## src/rtl/cdc_pulse_arbiter.sv

```systemverilog
// Source-domain scheduler for a shared pulse synchronizer channel.
// Latches single-cycle requests and grants them round-robin. Each grant emits
// one pulse with a stable requester tag. A guard interval follows each pulse
// so the slower destination domain can capture the pulse and the tag.
module cdc_pulse_arbiter #(
  parameter int NUM_REQ      = 4,
  parameter int TAG_W        = $clog2(NUM_REQ),
  parameter int GUARD_CYCLES = 8
) (
  input  logic               clk,
  input  logic               rst,
  input  logic               en_in,
  input  logic [NUM_REQ-1:0] req_in,
  output logic [NUM_REQ-1:0] pend_out,
  output logic               pulse_out,
  output logic [TAG_W-1:0]   tag_out,
  output logic               busy_out,
  output logic [NUM_REQ-1:0] merged_out
);

  localparam int CNT_W = $clog2(GUARD_CYCLES + 1);

  typedef enum logic {IDLE = 1'b0, GUARD = 1'b1} state_t;

  state_t             state;
  logic [CNT_W-1:0]   guard_cnt;
  // Index where the next round-robin search begins (last winner + 1).
  logic [TAG_W-1:0]   rr_start;
  logic               launch;
  logic [TAG_W-1:0]   winner;
  logic [NUM_REQ-1:0] grant;

  // (base + off) mod NUM_REQ, valid for base < NUM_REQ and off <= NUM_REQ.
  function automatic logic [TAG_W-1:0] wrap_add(input logic [TAG_W-1:0] base,
                                                input int off);
    logic [TAG_W:0] s;
    s = {1'b0, base} + (TAG_W+1)'(off);
    if (s >= (TAG_W+1)'(NUM_REQ)) s = s - (TAG_W+1)'(NUM_REQ);
    return s[TAG_W-1:0];
  endfunction

  // First set pending bit searching upward from start, wrapping around.
  function automatic logic [TAG_W-1:0] rr_pick(input logic [NUM_REQ-1:0] p,
                                               input logic [TAG_W-1:0]   start);
    logic [2*NUM_REQ-1:0] rot;
    logic [TAG_W-1:0]     w;
    logic                 found;
    rot   = {p, p} >> start;
    w     = start;
    found = 1'b0;
    for (int i = 0; i < NUM_REQ; i++) begin
      if (!found && rot[i]) begin
        found = 1'b1;
        w     = wrap_add(start, i);
      end
    end
    return w;
  endfunction

  // Launch decision and one-hot grant for the current pending set.
  always_comb begin
    winner = rr_pick(pend_out, rr_start);
    launch = en_in && (pend_out != '0) && ((state == IDLE) || (guard_cnt == '0));
    grant  = '0;
    if (launch) grant[winner] = 1'b1;
  end

  // Pending latch, merge strobes, pulse/tag launch and guard-interval FSM.
  always_ff @(posedge clk) begin
    if (!rst) begin
      state      <= IDLE;
      guard_cnt  <= '0;
      rr_start   <= '0;
      pend_out   <= '0;
      pulse_out  <= 1'b0;
      tag_out    <= '0;
      busy_out   <= 1'b0;
      merged_out <= '0;
    end else begin
      // Clear-then-set: a request arriving on the grant edge stays pending.
      pend_out   <= (pend_out & ~grant) | req_in;
      merged_out <= req_in & pend_out & ~grant;
      pulse_out  <= launch;
      if (launch) begin
        tag_out  <= winner;
        rr_start <= wrap_add(winner, 1);
      end
      case (state)
        IDLE: begin
          if (launch) begin
            state     <= GUARD;
            guard_cnt <= CNT_W'(GUARD_CYCLES);
            busy_out  <= 1'b1;
          end else begin
            busy_out  <= 1'b0;
          end
        end
        GUARD: begin
          if (guard_cnt != '0) begin
            guard_cnt <= guard_cnt - CNT_W'(1);
            busy_out  <= 1'b1;
          end else if (launch) begin
            // Back-to-back demand: relaunch without passing through IDLE.
            guard_cnt <= CNT_W'(GUARD_CYCLES);
            busy_out  <= 1'b1;
          end else begin
            state     <= IDLE;
            busy_out  <= 1'b0;
          end
        end
        default: begin
          state    <= IDLE;
          busy_out <= 1'b0;
        end
      endcase
    end
  end

endmodule

```

## config.mk

```make
export PLATFORM = sky130hd
export DESIGN_NAME = cdc_pulse_arbiter
export DESIGN_NICKNAME = d
export VERILOG_FILES = /design/src/rtl/cdc_pulse_arbiter.sv
export SDC_FILE = /design/constraint.sdc
export NUM_CORES = 1
export LEC_CHECK = 0
export BUFFER_PORTS_ARGS = -buffer_cell sky130_fd_sc_hd__buf_2
export CAP_MARGIN = 20
export CORE_MARGIN = 3
export CORE_UTILIZATION = 56
export CTS_BUF_LIST = sky130_fd_sc_hd__clkbuf_8
export DETAILED_ROUTE_END_ITERATION = 12
export PLACE_DENSITY = 0.82
export SLEW_MARGIN = 20
export SYNTH_ARGS = -nofsm -noshare
export SYNTH_HDL_FRONTEND = slang
export SYNTH_SLANG_ARGS = --single-unit
```

## constraint.sdc

```tcl
create_clock -name clk -period 2.3 [get_ports clk]
set_clock_uncertainty 0.1 [all_clocks]
set_input_delay 0.23 -clock clk [delete_from_list [all_inputs] [get_ports clk]]
set_output_delay 0.23 -clock clk [all_outputs]
set_load 0.005 [all_outputs]
```

==> reports/metrics.csv, run 1 <==
stage,metric,value,unit
worst_setup_path,reg2regPathDepth,6,
synth,synth_edf_count,0,
pwr,p_sw_share,30.8,%
synth,yosys_warnings,0,
worst_setup_path,worstReg2RegStart,guard_cnt[0],
floorplanning,coreArea,0.00156,mm2
worst_setup_path,cp.required,2.34,ns
pwr,p_comb_share,25.2,%
clock_tree,ctsResizeCount,0,
cells_and_area,final_core_util,69.3,%
clock_tree,cts_setup_buffers,0,
timing,whs,0.107,ns
timing,rsz0062_at_grt,false,
drt,vias_per_cell,6.10,
global_routing,antenna_found_initial,0,
timing,slew_violations,0,
global_routing,grt.overflow.total,0,
pwr,ir_drop,483,uV
clock_tree,ctsRootBufferMaster,clkbuf_8,
drt,ant_nets,0,
worst_setup_path,critPathCaptureType,flip-flop,
placed_design,placement.io_buffers,18,
pwr,powerDensity,730,mW/mm2
floorplanning,dieHeight,47.2,um
pwr,fin_total_pwr,0.789,mW
pwr,p_int,0.546,mW
worst_setup_path,start_kind,flip-flop,
global_routing,grt_pass1_wl,3650,um
worst_setup_path,ff2ff_setup_slack,0.28,ns
clock_tree,clkTransAtPathRegs,0.06,ns
drt,remaining_drc_errors,0,
clock_tree,cts_sinks,18,
floorplanning,start_util,61.1,%
floorplanning,die_area,0.00223,mm2
clock_tree,cts_tree,built,
pwr,power_switching,0.243,mW
timing,finalSetupViolCount,0,
drt,drtIter0Drc,17,
clock_tree,clkLatencyLatePin,0.25,ns
timing,hold_viol_final,0,
timing,slew_headroom,66.1,%
timing,worst_pin_slew,0.509,ns
synth,synth_cells,110,
drt,post_drt_wl_per_cell,15.0,um
cells_and_area,drive_gt1_share,26.8,%
timing,post-route-period-util,87.8,%
cells_and_area,diodes,0,
worst_setup_path,worstSetupStartpoint,guard_cnt[0],
cells_and_area,area_delta_synth_final,13.5,%
drt,via_count,872,
synth,syn_nets,120,
synth,synth_top_flop_cell,dfxtp_1,
synth,yosysTopAreaCellShare,37.8,%
synth,synth-seq-area-share,37.8,%
drt,totalWireLength,2140,um
synth,synth_top_area_cell,dfxtp_1,
global_routing,grt_max_degree,15,
placed_design,dp_hpwl,1590,um
cells_and_area,fin_cells,143,
cells_and_area,nets,139,
global_routing,grt_pass1_vias,809,
synth,synth-xor-area-share,0,%
synth,synth-compound-area-share,35.0,%
worst_setup_path,path_max_fanout,11,
floorplanning,core.rowCount,14,
timing,max_clock_freq,495,MHz
synth,synth-simple-area-share,13.4,%
worst_setup_path,crit_end,merged_out[3],
placed_design,place_congestion,0.875,
synth,netlist_area,952,um2
clock_tree,h-tree-depth,1,
synth,synth_fa_ha_area_share,3.94,%
min_path,hold_class,input pin to flip-flop,
timing,setup_tns,0,ns
synth,synthTopCellsByArea,"dfxtp_1 (38%), a21oi_1 (6.3%), inv_1 (5.1%), ha_1 (3.9%), o21ai_0 (3.7%)",
worst_setup_path,r2r_end,merged_out[3],
synth,synth.distinct_cells,36,
clock_tree,cts_made_buffers,3,
pwr,sequentialPowerShare,48.0,%
drt,dr.pass1.iters,4,
pwr,p_leak,0.481,nW
worst_setup_path,crit_type,flip-flop to flip-flop,
run,cap_violations,0,
synth,synth_seq_cells,18,
timing,period_needed,2.02,ns
clock_tree,ctsHoldBuffers,0,
worst_setup_path,cp.arrival,2.06,ns
synth,synth_top_family_by_area,compound AO/OA/AOI/OAI gates,
floorplanning,fp.dieW,47.2,um
global_routing,track_usage,23.1,%
clock_tree,cts_max_path_buffers,2,
run_status,outcome,"finished, final reports clean",
synth,synthArstFlopShare,0,%
synth,synth_mux_area_share,0,%
pwr,clockPowerShare,26.8,%
placed_design,dp_cells,140,
synth,syn_avg_cell_area,8.66,um2
floorplanning,io_pins,19,
[layer usage]
metal	vias to the layer above	GRT usage, %	part of all wire (%)	wire [um]
met1	408	31.0	46	979
met3	7	4.21	5.4	116
li1	426	-	-	-
met5	-	0	0	0
met2	31	35.3	47	999
met4	0	11.6	2.1	44
[layout make-up]
cell class                      count  area, um2
Multi-Input combinational cell     72        498
Fill cell                         120        478
Sequential cell                    18        360
Timing Repair Buffer               21        113
Inverter                           13       48.8
Clock buffer                        3       41.3
Tap cell                           16       20.0
[power by group through the flow]
stage               logic [mW]  clock network (mW)  registers [mW]
finish                   0.199               0.212           0.379
global route             0.223               0.228           0.383
CTS                      0.199               0.214           0.377
detailed placement       0.198                   0           0.384
global placement         0.189                   0           0.381
floorplan                0.161                   0           0.366
[worst min path at each step]
stage                      start            to  slack (ns)  depth (start not counted)
CTS                    req_in[2]   pend_out[2]        0.11                          2
global placement    guard_cnt[0]  guard_cnt[0]        0.36                          2
detailed placement     req_in[2]   pend_out[2]        0.36                          2
floorplan              req_in[2]   pend_out[2]        0.25                          1
global route           req_in[2]   pend_out[2]        0.12                          2
finish                 req_in[2]   pend_out[2]        0.11                          2
[cell usage after synthesis (all sizes together), types with 2 or more instances]
cell type / instances
nor2: 5
nor2b: 3
o2bb2ai: 3
nand3: 4
o31ai: 2
o21ai: 7
and2: 2
dfxtp: 18
buf: 5
a21oi: 13
clkbuf: 2
nand2: 9
inv: 13
a31oi: 4
ha: 3
[critical path: stages, from the launching register on]
cell and delay, ns:
dfxtp_1 0.33, inv_1 0.09, ha_1 0.20, or3b_4 0.43, a21oi_2 0.44, buf_4 0.23
a21oi_1 0.08
[flip-flops by register name (all words and copies together) (netlist names)]
register / cells
guard_cnt: 4
pend_out: 4
rr_start: 2
merged_out: 4
pulse_out: 1
state: 1
tag_out: 2
[placed cells by master (no fill, tap or decap), types with 2 or more instances in the layout]
| master | instances |
|---|---|
| o21ai_0 | 7 |
| a21oi_1 | 12 |
| buf_2 | 18 |
| ha_1 | 3 |
| o2bb2ai_1 | 2 |
| nand3_1 | 4 |
| nor2_1 | 5 |
| buf_4 | 3 |
| nand2_1 | 9 |
| a31oi_1 | 4 |
| dfxtp_1 | 18 |
| o31ai_1 | 2 |
| clkbuf_8 | 3 |
| nor2b_1 | 3 |
| inv_1 | 13 |
[per-stage QoR]
stage | area [um2] | setup WS, ns
6_report | 1080 | 0.281
5_1_grt | 1080 | 0.111
4_1_cts | 1080 | 0.286
3_5_place_dp | 1040 | 0.293
3_3_place_gp | 1040 | 0.359
2_1_floorplan | 952 | 0.551
[logic make-up (layout without fill, tap and decap cells)]
group                      count (synthesis)  count (layout)
AOI/OAI and AO/OA                         43              43
adders and majority gates                  3               3
DFF                                       18              18
buffers and inverters                     20              37
and+or+nand+nor                           26              26
(Power assumes the default switching activity.)
==> run 2: changes to the inputs <==
- GPL_TIMING_DRIVEN: not set -> 0
- clock period: 2.3 -> 2.28 ns (I/O delays scaled with it)
==> reports/metrics.csv, run 2 (same netlist as run 1, synthesis figures left out) <==
stage,metric,value,unit,change
run_status,outcome,"finished, final reports clean",,
drt,drtIter0Drc,18,,+1
floorplanning,dieHeight,47.2,um,unchanged
drt,via_count,879,,+0.80%
worst_setup_path,cp.arrival,1.94,ns,-0.12 ns
cells_and_area,multi_input_area,498,um2,unchanged
placed_design,dp_hpwl,1430,um,-10%
pwr,sequentialPowerShare,45.7,%,-2.3 points
global_routing,grt_pass1_vias,741,,-8.4%
worst_setup_path,max_stage_delay,0.44,ns,about the same
worst_setup_path,r2r_end,merged_out[1],,
clock_tree,cts_setup_buffers,0,,unchanged
worst_setup_path,path_max_fanout,10,,-1
drt,dr.pass1.iters,4,,unchanged
floorplanning,start_util,61.1,%,unchanged
worst_setup_path,reg2regPathDepth,5,,-1
floorplanning,io_pins,19,,unchanged
cells_and_area,final_cell_mix,"buf_2 (21), dfxtp_1 (18), inv_1 (13)",,
worst_setup_path,worstSetupStartpoint,pend_out[3],,
timing,slew_violations,0,,unchanged
drt,vias_per_cell,5.98,,-1.9%
floorplanning,core.rowCount,14,,unchanged
worst_setup_path,crit_end,merged_out[1],,
clock_tree,cts_max_path_buffers,2,,unchanged
timing,setup_tns,0,ns,unchanged
timing,period_needed,1.89,ns,-0.125 ns
pwr,ir_drop,512,uV,+5.9%
placed_design,placed_area,0.00106,mm2,+2.2%
timing,post-route-period-util,83.1,%,-4.7 points
pwr,p_leak,0.495,nW,+2.8%
cells_and_area,area_delta_synth_final,15.9,%,
timing,timing.final.ws_setup,0.385,ns,+0.105 ns
drt,remaining_drc_errors,0,,unchanged
pwr,fin_total_pwr,0.797,mW,+1.0%
worst_setup_path,worst-path-stages,5,,-1
cells_and_area,diodes,0,,unchanged
global_routing,grt_max_degree,11,,-4
global_routing,track_usage,20.5,%,-2.6 points
floorplanning,fp.dieW,47.2,um,unchanged
timing,whs,0.106,ns,-0.000834 ns
cells_and_area,drive_gt1_share,27.5,%,+0.71 points
worst_setup_path,slowest_stage,o41a_1,,
timing,worst_pin_slew,0.416,ns,-0.0930 ns
timing,finalSetupViolCount,0,,unchanged
min_path,hold_class,input pin to flip-flop,,
placed_design,place_congestion,0.829,,-5.2%
placed_design,pre_cts_slack,0.402,ns,+0.109 ns
min_path,hold_start,req_in[2],,
clock_tree,ctsRootBufferMaster,clkbuf_8,,
pwr,p_comb_share,27.7,%,+2.5 points
cells_and_area,stdcell_area,0.00110,mm2,+2.1%
cells_and_area,fin_cells,147,,+2.8%
clock_tree,clkLatencyLatePin,0.25,ns,about the same
cells_and_area,fill_cells,123,,+2.5%
cells_and_area,nets,143,,+2.9%
pwr,power_switching,0.241,mW,-0.76%
worst_setup_path,start_kind,flip-flop,,
clock_tree,cts_made_buffers,3,,unchanged
clock_tree,h-tree-depth,1,,unchanged
clock_tree,cts_tree,built,,
pwr,powerDensity,722,mW/mm2,-1.0%
pwr,p_int,0.556,mW,+1.8%
worst_setup_path,cpLargestDelayFamily,compound AO/OA/AOI/OAI gates,,
run,cap_violations,0,,unchanged
clock_tree,ctsHoldBuffers,0,,unchanged
drt,totalWireLength,1950,um,-8.9%
floorplanning,coreArea,0.00156,mm2,unchanged
timing,slew_headroom,72.3,%,+6.2 points
drt,ant_nets,0,,unchanged
drt,post_drt_wl_per_cell,13.3,um,-11%
clock_tree,ctsResizeCount,0,,unchanged
cells_and_area,seqCellArea,360,um2,unchanged
pwr,p_sw_share,30.3,%,-0.55 points
placed_design,placement.io_buffers,18,,unchanged
worst_setup_path,cp.required,2.33,ns,about the same
worst_setup_path,path_buf_inv,1,,-1
worst_setup_path,path_cells,buf_2 > nor3_1 > o41a_1 > ha_1 > a2111oi_2,,
cells_and_area,final_core_util,70.8,%,+1.4 points
placed_design,dp_cells,144,,+2.9%
clock_tree,clkTransAtPathRegs,0.06,ns,about the same
global_routing,grt_pass1_wl,3220,um,-12%
timing,hold_viol_final,0,,unchanged
global_routing,antenna_found_initial,0,,unchanged
worst_setup_path,critPathCaptureType,flip-flop,,
clock_tree,cts_sinks,18,,unchanged
floorplanning,die_area,0.00223,mm2,unchanged
timing,max_clock_freq,528,MHz,+6.6%
worst_setup_path,worstReg2RegStart,pend_out[3],,
worst_setup_path,ff2ff_setup_slack,0.39,ns,+0.10 ns
timing,rsz0062_at_grt,false,,
pwr,clockPowerShare,26.6,%,-0.2 points
cells_and_area,final_common_cell,buf_2,,
worst_setup_path,crit_type,flip-flop to flip-flop,,
global_routing,grt.overflow.total,0,,unchanged
cells_and_area,largestRegisters,"guard_cnt x4, merged_out x4, pend_out x4",,
==> run 2: cell types whose count changed in the layout (fill, tap and decap cells not counted) <==
cell	delta
buf_2	+3
buf_4	-3
buf_6	+2
clkbuf_1	+2
==> run 2: how the worst min path moves through the flow <==
stage | end | slack [ns] | cells after the start
finish | pend_out[2] | 0.11 | 2
global route | pend_out[2] | 0.11 | 2
CTS | pend_out[2] | 0.10 | 2
detailed placement | pend_out[2] | 0.36 | 2
global placement | pend_out[2] | 0.36 | 2
floorplan | pend_out[2] | 0.25 | 1
==> run 2: final cells by class <==
cell class / count / share of cell area (%)
Clock buffer: 3 / 3.74
Inverter: 13 / 4.42
Tap cell: 16 / 1.81
Buffer: 7 / 4.08
Sequential cell: 18 / 32.7
Timing Repair Buffer: 18 / 8.16
Multi-Input combinational cell: 72 / 45.1
==> run 2: power by group through the flow <==
| stage | sequential (mW) | clock [mW] | combinational, mW |
|---|---|---|---|
| 6_report | 0.364 | 0.212 | 0.221 |
| 5_1_grt | 0.368 | 0.237 | 0.248 |
| 3_5_place_dp | 0.370 | 0 | 0.218 |
| 4_1_cts | 0.364 | 0.218 | 0.221 |
| 2_1_floorplan | 0.369 | 0 | 0.162 |
| 3_3_place_gp | 0.369 | 0 | 0.212 |
==> run 2: worst register-to-register path, cell delays in order, from the launching register on <==
cell	delay, ns
dfxtp_1	0.41
buf_2	0.24
nor3_1	0.07
o41a_1	0.44
ha_1	0.25
a2111oi_2	0.28
==> run 2: per-layer routing <==
| metal | wire (um) | global-route usage (%) |
|---|---|---|
| met1 | 944 | 29.1 |
| met2 | 810 | 28.9 |
| met3 | 157 | 4.60 |
| met4 | 36 | 9.94 |
| met5 | 0 | 0 |
==> run 3: changes to the inputs <==
- ABC_AREA: not set -> 1
- CORE_UTILIZATION: 56 -> 51
- PLACE_DENSITY: 0.82 -> 0.78
- clock period: 2.28 -> 1.6 ns (I/O delays scaled with it)
==> reports/metrics.csv, run 3 <==
stage,metric,value,unit,change
clock_tree,clkLatencyLatePin,0.26,ns,about the same
floorplanning,dieHeight,52.4,um,+11%
floorplanning,start_util,54.8,%,-6.3 points
pwr,ir_drop,1090,uV,+110%
min_path,whs_path_depth,3,,+1
drt,via_count,1237,,+41%
timing,slew_headroom,63.3,%,-9.0 points
drt,dr.pass1.iters,4,,unchanged
global_routing,grt_max_degree,11,,unchanged
worst_setup_path,crit_type,flip-flop to flip-flop,,
worst_setup_path,reg2regPathDepth,13,,+8
run_status,outcome,"complete, but fails checks",,
min_path,hold_start,req_in[0],,
cells_and_area,drive_gt1_share,56.2,%,+29 points
cells_and_area,nets,205,,+43%
timing,post-route-period-util,121,%,+38 points
synth,synthTopCellsByArea,"dfxtp_1 (33%), nand2_1 (14%), nand3_1 (8.2%), inv_1 (6.8%), nand2_4 (4.1%)",,
synth,ys_top_cells_by_count,"nand2_1 (41), inv_1 (20), dfxtp_1 (18), nand3_1 (18), nor2_1 (9)",,
run,cap_violations,0,,unchanged
clock_tree,cts_max_path_buffers,2,,unchanged
placed_design,place_congestion,0.810,,-2.3%
global_routing,track_usage,25.4,%,+4.9 points
cells_and_area,largestRegisters,"guard_cnt x4, merged_out x4, pend_out x4",,
clock_tree,clkTransAtPathRegs,0.07,ns,about the same
clock_tree,cts_sinks,18,,unchanged
timing,setup_tns,-2.65,ns,-2.65 ns
floorplanning,core.rowCount,16,,+2
timing,timing.final.ws_setup,-0.334,ns,-0.719 ns
synth,synth_cells,158,,+44%
worst_setup_path,critPathCaptureType,flip-flop,,
global_routing,antenna_found_initial,0,,unchanged
timing,finalSetupViolCount,12,,+12
worst_setup_path,worst-path-stages,13,,+8
worst_setup_path,cp.arrival,2.02,ns,+0.08 ns
timing,max_clock_freq,517,MHz,-2.0%
cells_and_area,final_cell_mix,"nand2_1 (25), buf_2 (20), inv_1 (17)",,
placed_design,placement.io_buffers,18,,unchanged
worst_setup_path,worstReg2RegStart,pend_out[3],,
synth,yosys_warnings,0,,unchanged
timing,worst_pin_slew,0.551,ns,+0.135 ns
floorplanning,coreArea,0.00200,mm2,+28%
synth,syn_nets,168,,+40%
cells_and_area,area_delta_synth_final,55.3,%,
floorplanning,io_pins,19,,unchanged
global_routing,busiest_layer,met2,,
synth,synth-seq-area-share,32.8,%,-5.0 points
drt,post_drt_wl_per_cell,17.4,um,+31%
floorplanning,die_area,0.00274,mm2,+23%
worst_setup_path,slowest_stage,dfxtp_2,,
synth,syn_avg_cell_area,6.94,um2,-20%
synth,synthArstFlopShare,0,%,unchanged
synth,synth_top_area_cell,dfxtp_1,,
drt,ant_nets,0,,unchanged
pwr,p_leak,0.785,nW,+59%
drt,drtIter0Drc,33,,+15
clock_tree,ctsRootBufferMaster,clkbuf_8,,
worst_setup_path,max_stage_delay,0.44,ns,about the same
clock_tree,ctsHoldBuffers,0,,unchanged
global_routing,grt_pass1_wl,5110,um,+58%
global_routing,grt_pass1_vias,1177,,+59%
placed_design,dp_hpwl,1900,um,+33%
cells_and_area,final_common_cell,nand2_1,,
global_routing,grtUsageMet1,26.1,%,-3.0 points
min_path,hold_class,input pin to flip-flop,,
worst_setup_path,path_max_fanout,5,,-5
pwr,powerDensity,1560,mW/mm2,+120%
timing,slew_violations,0,,unchanged
worst_setup_path,cpMostUsedCell,nand2_4,,
timing,rsz0062_at_grt,true,,
timing,whs,0.0297,ns,-0.0760 ns
worst_setup_path,start_kind,flip-flop,,
synth,netlist_area,0.00110,mm2,+15%
synth,synth_top_flop_cell,dfxtp_1,,
worst_setup_path,path_buf_inv,1,,unchanged
synth,synth_most_common_cell,nand2_1,,
synth,synth_edf_count,0,,unchanged
global_routing,gr-usage-met3,5.41,%,+0.82 points
worst_setup_path,cpLargestDelayFamily,simple AND/OR/NAND/NOR gates,,
drt,remaining_drc_errors,0,,unchanged
worst_setup_path,worstSetupStartpoint,pend_out[3],,
global_routing,grt.overflow.total,0,,unchanged
drt,vias_per_cell,5.60,,-6.4%
clock_tree,h-tree-depth,1,,unchanged
global_routing,grt_use_met2,47.3,%,+18 points
synth,yosysTopAreaCellShare,32.8,%,-5.0 points
synth,synth_seq_cells,18,,unchanged
drt,totalWireLength,3850,um,+98%
synth,synth.distinct_cells,27,,-25%
worst_setup_path,cp.required,1.69,ns,-0.64 ns
timing,hold_viol_final,0,,unchanged
cells_and_area,fill_cells,116,,-5.7%
run_status,violations,negative setup slack,,
floorplanning,fp.dieW,52.4,um,+11%
cells_and_area,diodes,0,,unchanged
clock_tree,cts_made_buffers,3,,unchanged
timing,period_needed,1.93,ns,+0.0389 ns
clock_tree,cts_tree,built,,
worst_setup_path,path_cells,inv_1 > nand2_4 > nand3_2 > nand2_4 > nand2_4 > nand2_1 > nand3_1 > nand3_1 > nand2_2 > ha_1 > nand2_1 > nand2_2 > a21oi_2,,
run 3: changes by cell type in the layout (fill, tap and decap cells not counted), moves of 5 or more:
cell | previous run | this run
buf_4 | 0 | 12
nand2_2 | 0 | 13
nand3_2 | 0 | 8
nand2_4 | 0 | 11
dfxtp_2 | 0 | 5
nand3_4 | 0 | 5
dfxtp_1 | 18 | 11
a21oi_1 | 12 | 5
nand2_1 | 9 | 25
run 3: metal layers:
metal  wire (um)  up-vias
met3         197       21
li1            -      579
met5           0        -
met4         208        0
met1        1320      594
met2        2120       43
run 3: stage by stage:
stage	total power, mW	setup WS (ns)	util, %	cell area, um2	cells
floorplan	1.32	-0.0397	-	1100	158
global placement	1.47	-0.191	61.2	1220	203
detailed placement	1.53	-0.307	61.2	1220	203
CTS	2.38	-0.202	78.1	1560	216
global route	2.77	-0.435	85.1	1700	221
finish	2.65	-0.334	85.1	1700	221
run 3: logic make-up (layout without fill, tap and decap cells):
family                     after synthesis  in the layout  synth area share [%]
buffers and inverters                   26             62                  10.3
and+or+nand+nor                         89             89                  41.2
DFF                                     18             18                  32.8
adders and majority gates                3              3                  3.42
xor gates and xnor gates                 3              3                  2.39
AOI/OAI and AO/OA                       19             19                  9.92
run 3: power breakdown:
| group | internal [mW] | leakage (nW) | switching (mW) | total, mW |
|---|---|---|---|---|
| clock | 0.219 | 0.0288 | 0.155 | 0.374 |
| sequential | 0.513 | 0.151 | 0.0667 | 0.580 |
| combinational | 0.675 | 0.605 | 1.03 | 1.70 |
run 3: layout make-up:
| class | count | area, um2 | share of cell area (%) |
|---|---|---|---|
| Tap cell | 27 | 33.8 | 1.98 |
| Multi-Input combinational cell | 114 | 923 | 54.2 |
| Sequential cell | 18 | 374 | 22.0 |
| Clock buffer | 4 | 55.1 | 3.23 |
| Inverter | 22 | 90.1 | 5.29 |
| Buffer | 4 | 37.5 | 2.20 |
| Timing Repair Buffer | 32 | 190 | 11.2 |
run 3: path summary, 6_finish.rpt:
kind | slack [ns] | endpoint
worst min-delay path | 0.03 | merged_out[0]
worst max-delay path | -0.33 | pend_out[2]
worst max register to register | -0.33 | pend_out[2]
worst min register to register | 0.39 | tag_out[1]
run 3: timing repair:
item / CTS / global route
pin swaps: 11 / 8
setup buffers: 7 / 5
setup endpoints to repair: 13 / 14
resized for setup: 58 / 23
cloned: 2 / 0
run 3: tightest hold or removal path: stages:
cell	delay (ns)
buf_2	0.10
nand2_1	0.05
nor2_1	0.04
